### config.mk
export PLATFORM = sky130hd
export DESIGN_NAME = ex_flag_stage
export DESIGN_NICKNAME = d
export VERILOG_FILES = /design/src/rtl/cpu_pkg.sv /design/src/rtl/cond_eval.sv /design/src/rtl/ex_flag_stage.sv
export SDC_FILE = /design/constraint.sdc
export NUM_CORES = 1
export LEC_CHECK = 0
export ABC_AREA = 1
export BUFFER_PORTS_ARGS = -buffer_cell sky130_fd_sc_hd__buf_2
export CAP_MARGIN = 20
export CORE_MARGIN = 8
export CORE_UTILIZATION = 53
export CTS_CLUSTER_DIAMETER = 100
export DETAILED_ROUTE_END_ITERATION = 16
export PLACE_DENSITY = 0.85
export SLEW_MARGIN = 20
export SYNTH_ARGS = -nofsm -noshare
export SYNTH_HDL_FRONTEND = slang
export SYNTH_SLANG_ARGS = --single-unit
### constraint.sdc
create_clock -name clk -period 3.4 [get_ports clk]
set_input_delay 0.68 -clock clk [delete_from_list [all_inputs] [get_ports clk]]
set_output_delay 0.68 -clock clk [all_outputs]
set_load 0.05 [all_outputs]
### src/rtl/cpu_pkg.sv
// Shared CPU definitions: condition-code encodings and PSR flag bit positions.
// Imported by the execute flag stage and the condition evaluator.
package cpu_pkg;

  localparam logic [3:0] COND_EQ = 4'd0;
  localparam logic [3:0] COND_NE = 4'd1;
  localparam logic [3:0] COND_CS = 4'd2;
  localparam logic [3:0] COND_CC = 4'd3;
  localparam logic [3:0] COND_MI = 4'd4;
  localparam logic [3:0] COND_PL = 4'd5;
  localparam logic [3:0] COND_VS = 4'd6;
  localparam logic [3:0] COND_VC = 4'd7;
  localparam logic [3:0] COND_HI = 4'd8;
  localparam logic [3:0] COND_LS = 4'd9;
  localparam logic [3:0] COND_GE = 4'd10;
  localparam logic [3:0] COND_LT = 4'd11;
  localparam logic [3:0] COND_GT = 4'd12;
  localparam logic [3:0] COND_LE = 4'd13;
  localparam logic [3:0] COND_AL = 4'd14;
  localparam logic [3:0] COND_NV = 4'd15;

  // PSR layout is {v,c,n,z}, MSB first.
  localparam int FLAG_V = 3;
  localparam int FLAG_C = 2;
  localparam int FLAG_N = 1;
  localparam int FLAG_Z = 0;

endpackage

### src/rtl/cond_eval.sv
// Purely combinational condition-code evaluator: decides whether a 4-bit
// condition passes against a {v,c,n,z} flag set. Also used by the branch predictor.
module cond_eval
  import cpu_pkg::*;
(
  input  logic [3:0] cond_i,
  input  logic [3:0] flags_i,
  output logic       pass_o
);

  logic flagV;
  logic flagC;
  logic flagN;
  logic flagZ;

  assign flagV = flags_i[FLAG_V];
  assign flagC = flags_i[FLAG_C];
  assign flagN = flags_i[FLAG_N];
  assign flagZ = flags_i[FLAG_Z];

  always_comb begin
    pass_o = 1'b0;
    case (cond_i)
      COND_EQ: pass_o = flagZ;
      COND_NE: pass_o = ~flagZ;
      COND_CS: pass_o = flagC;
      COND_CC: pass_o = ~flagC;
      COND_MI: pass_o = flagN;
      COND_PL: pass_o = ~flagN;
      COND_VS: pass_o = flagV;
      COND_VC: pass_o = ~flagV;
      COND_HI: pass_o = flagC & ~flagZ;
      COND_LS: pass_o = ~flagC | flagZ;
      COND_GE: pass_o = (flagN == flagV);
      COND_LT: pass_o = (flagN != flagV);
      COND_GT: pass_o = ~flagZ & (flagN == flagV);
      COND_LE: pass_o = flagZ | (flagN != flagV);
      COND_AL: pass_o = 1'b1;
      COND_NV: pass_o = 1'b0;
      default: pass_o = 1'b0;
    endcase
  end

endmodule

### src/rtl/ex_flag_stage.sv
// Execute-to-writeback stage: registers the ALU result behind a valid/ready slot,
// owns the architectural PSR, gates write-back/branches on condition codes, counts retirements.
module ex_flag_stage
  import cpu_pkg::*;
#(
  parameter int DATA_W = 32,
  parameter int REG_AW = 4,
  parameter int CNT_W  = 32
) (
  input  logic              clk,
  input  logic              reset,
  input  logic              in_valid,
  output logic              in_ready,
  input  logic [DATA_W-1:0] alu_result,
  input  logic [3:0]        alu_flags,
  input  logic              set_flags,
  input  logic              wr_en,
  input  logic [REG_AW-1:0] wr_addr,
  input  logic [3:0]        cond,
  input  logic              is_branch,
  input  logic              flush,
  output logic              out_valid,
  input  logic              out_ready,
  output logic [DATA_W-1:0] out_result,
  output logic              out_wr_en,
  output logic [REG_AW-1:0] out_wr_addr,
  output logic              branch_taken,
  output logic [3:0]        psr,
  output logic [CNT_W-1:0]  retired
);

  logic              outValid_q,  outValid_d;
  logic [DATA_W-1:0] outResult_q, outResult_d;
  logic              outWrEn_q,   outWrEn_d;
  logic [REG_AW-1:0] outWrAddr_q, outWrAddr_d;
  logic              branch_q,    branch_d;
  logic [3:0]        psr_q,       psr_d;
  logic [CNT_W-1:0]  retired_q,   retired_d;

  logic condPass;
  logic accept;

  // Condition is judged against the committed PSR, never the incoming ALU flags.
  cond_eval u_cond_eval (
    .cond_i  (cond),
    .flags_i (psr_q),
    .pass_o  (condPass)
  );

  assign in_ready = ~outValid_q | out_ready;
  assign accept   = in_valid & in_ready & ~flush;

  always_comb begin
    outValid_d  = outValid_q;
    outResult_d = outResult_q;
    outWrEn_d   = outWrEn_q;
    outWrAddr_d = outWrAddr_q;
    branch_d    = branch_q;
    psr_d       = psr_q;
    retired_d   = retired_q;

    if (flush) begin
      outValid_d = 1'b0;
      outWrEn_d  = 1'b0;
      branch_d   = 1'b0;
    end else if (accept) begin
      outValid_d  = 1'b1;
      outResult_d = alu_result;
      outWrAddr_d = wr_addr;
      outWrEn_d   = wr_en & condPass;
      branch_d    = is_branch & condPass;
      retired_d   = retired_q + CNT_W'(1);
      if (set_flags & condPass) begin
        psr_d = alu_flags;
      end
    end else if (out_ready) begin
      // Drained with nothing behind it: side-effect strobes must not linger.
      outValid_d = 1'b0;
      outWrEn_d  = 1'b0;
      branch_d   = 1'b0;
    end
  end

  always_ff @(posedge clk) begin
    if (reset) begin
      outValid_q  <= 1'b0;
      outResult_q <= '0;
      outWrEn_q   <= 1'b0;
      outWrAddr_q <= '0;
      branch_q    <= 1'b0;
      psr_q       <= '0;
      retired_q   <= '0;
    end else begin
      outValid_q  <= outValid_d;
      outResult_q <= outResult_d;
      outWrEn_q   <= outWrEn_d;
      outWrAddr_q <= outWrAddr_d;
      branch_q    <= branch_d;
      psr_q       <= psr_d;
      retired_q   <= retired_d;
    end
  end

  assign out_valid    = outValid_q;
  assign out_result   = outResult_q;
  assign out_wr_en    = outWrEn_q;
  assign out_wr_addr  = outWrAddr_q;
  assign branch_taken = branch_q;
  assign psr          = psr_q;
  assign retired      = retired_q;

endmodule

==> results.md <==
* IO Pins at ~130
* Layout area overhead at 24.8%
* Crit-path leading delay family: simple AND/OR/NAND/NOR gates
* Pint at between 1000 and 1500 µW
* Crit path top cell by count: nor2_2
* Outcome: finished clean
* Startpoint Class: input port
* CTS Sinks at 75
* Layout cells sized above 1 at 29.7%
* RSZ-0062 raised after global routing: false
* Comb pwr share at 16.3%
* Clock Power Share at 34.3%
* Resize count post-CTS at 0
* Arrival time worst endpoint at approximately 2.2 ns
* Vias/cell at a little over 5
* Yosys warning total at 0
* Total core area at between 6000 and 7000 µm²
* Hold buffers post-CTS at 0
* Relative slew slack at 62.5%
* VDD IR-drop max at 0.308 mV
* Placement Setup Slack at 1.11 ns
* FILL cells at 532
* Maximum number of pins on one net before global-route repair at between 50 and 60
* H-Tree Depth at 3
* Mapped Area at roughly 3500 µm²
* CP Cell Sequence: buf_2 > nor2_4 > nand2_4 > nor2_2 > nand3_1 > nor2_2 > inv_1 > nor2_1 > a31oi_1 > o21a_1
* Max-slew violations at 0
* Root Driver: clkbuf_8
* Reg2Reg Setup Slack at roughly 1.6 ns
* IO Port Bufs at 127
* Most instantiated cells after synthesis: nor2_1 (110), dfxtp_1 (75), nand2_1 (75), o21ai_0 (52), inv_1 (46)
* Global-route wire length before repair at 16,100 µm
* Metal-1 WL at 3810 µm
* CTS tree: yes
* Hold crit path type: reg -> reg
* Ant diodes at 0
* Crit path capture type: flop
* Synth async-reset ratio at 0%
* Area leader, netlist: dfxtp_1
* Area fraction of the dominant cell type after synthesis at between 40 and 50%
* Setup TNS at 0 ns
* Peak fanout along the critical path at 51
* Req. time, crit path at 3.63 ns
* Vias in the first global route at 3,565
* Buf/Inv on CP at 2
* Routed wl met3 at a little over 1000 µm
* Sw Share at 29.6%
* Dpl hpwl at roughly 7000 µm
* Die Wd at roughly 100 µm
* Unique masters post-synth at 36
* Final cell count without fillers at 700
* Max frequency at between 500 and 600 MHz
* Final min period at 1.95 ns
* Sequential fraction of the synthesis area at between 40% and 50%
* Syn Area/Cell at 7.09 µm²
* GRT Residual Overflow at 0
* P_leak at 0.00211 µW
* Die outline height at just under 100 µm
* Synthesized net count at 547
* Post-CTS Setup Repair Bufs at 0
* Post-synth EDFFs at 0
* Wirelength per Cell at 13.5 µm
* Maximum buffer depth of the clock tree at 2
* Yosys reg bits at 75
* Switching power total at about 560 µW
* DR vias at 3,637
* Most numerous cell in the Yosys netlist: nor2_1
* Post-layout total power at 1880 µW
* Top FF cell, synth: dfxtp_1
* GP Congestion at 0.884
* Seq pwr share at 49.4%
* Routed wire length at between 9000 and 10,000 µm
* Final period utilization at 57.4%
* Crit-path slowest cell: nand2_4
* Drt drc at 0
* CP max stage delay at ~0.28 ns
* Reg clk slew, reported paths at 0.07 ns
* P per Cell Area at 430 nW/µm²
* Initial Utilization at 54.9%
* Max-cap viol count at 0
* Setup Viol. Count Final at 0
* Total track usage at 20.0%
* Kind of critical path: in -> reg
* Final worst slack at 1.45 ns
* TritonCTS buffer count at 9
* DP Cell Count at 685
* Final hold violations at 0
* Post-synthesis cell count at 494
* # rows at 29
* Met2 wire len at 4450 µm
* Clock latency on the worst-skew pair at ~0.34 ns
* Top cells by area, synth: dfxtp_1 (43%), nor2_1 (12%), nand2_1 (8.0%)
* Layout Skew at between 0.01 and 0.015 ns
* Antenna violations before repair at 0
* Top Layer Used: met4
* DIE AREA at 9470 µm²
* Pre-antenna DRT Iters at 5
* Slew @ Worst Pin at ~0.56 ns
* Antenna viol nets, final at 0
* First DRT Iteration DRCs at ~180
* Nets at around 670
-- metal layers --
metal | up-vias | GRT usage [%]
met5 | - | 0
met4 | 0 | 8.16
met3 | 16 | 8.68
met2 | 160 | 33.5
met1 | 1634 | 21.5
li1 | 1827 | -
-- registers in the layout, indices dropped and copies added (netlist names) --
| register | flops |
|---|---|
| out_wr_addr | 4 |
| out_result | 32 |
| retired | 32 |
| psr | 4 |
| out_wr_en | 1 |
| out_valid | 1 |
| branch_taken | 1 |
-- layout by cell type (no fill, tap or decap), types with 2 or more instances in the layout --
master    Yosys  layout
buf_2         2     127
nor2_1      110     110
nand2_1      75      75
dfxtp_1      75      75
o21ai_0      52      52
inv_1        46      46
a21oi_1      21      21
nand3_1      18      18
nand4_1      12      12
nor2_2        9       9
clkbuf_8      0       9
nor3_1        8       8
inv_2         6       6
nand2_2       5       5
nor2_4        5       5
xor2_1        5       5
nand2_4       4       4
clkinv_2      0       4
nor3_2        3       3
o21a_1        3       3
nand3_2       3       3
xnor2_1       3       3
buf_4         1       3
a31oi_1       2       2
nand3b_1      2       2
-- worst paths after layout --
check        cells after the start        endpoint            from
max reg2reg                      9     retired[25]       out_valid
min                              2  out_result[26]  out_result[26]
min reg2reg                      2  out_result[26]  out_result[26]
max                             10     retired[25]           flush
-- per-stage QoR --
step	area, µm²	hold slack (ns)	util, %
CTS	4370	0.487	68.5
floorplan	3500	0.697	-
finish	4370	0.482	68.5
global placement	4190	0.456	65.7
detailed placement	4190	0.467	65.7
global route	4370	0.507	68.5
-- power by group through the flow --
| stage | logic, µW | clock network [µW] | registers (µW) |
|---|---|---|---|
| floorplan | 102 | 0 | 1070 |
| global placement | 302 | 0 | 948 |
| detailed placement | 308 | 0 | 950 |
| CTS | 309 | 655 | 930 |
| global route | 334 | 695 | 934 |
| finish | 306 | 645 | 930 |
-- kinds of logic (layout without fill, tap and decap cells) --
| group | after synthesis | count (layout) | share of synthesized area [%] |
|---|---|---|---|
| buffers and inverters | 69 | 198 | 7.57 |
| and+or+nand+nor | 260 | 260 | 35.0 |
| DFF | 75 | 75 | 42.8 |
| adders and majority gates | 1 | 1 | 0.357 |
| AOI/OAI and AO/OA | 81 | 81 | 12.2 |
| xor gates and xnor gates | 8 | 8 | 2.00 |
-- tightest hold or removal path: cells and delay by family, from the launching register on --
family           cells  cell delay, ns
flip-flops           1            0.32
AND/OR/NAND/NOR      2            0.12
-- final cells by class --
class | count | area [µm²] | share of cell area, %
Clock inverter | 6 | 57.6 | 1.32
Clock buffer | 9 | 124 | 2.83
Multi-Input combinational cell | 350 | 1740 | 39.7
Timing Repair Buffer | 130 | 658 | 15.0
Sequential cell | 75 | 1500 | 34.3
Tap cell | 77 | 96.3 | 2.20
Inverter | 53 | 199 | 4.55
No activity file was read; power rests on OpenSTA's default activity.
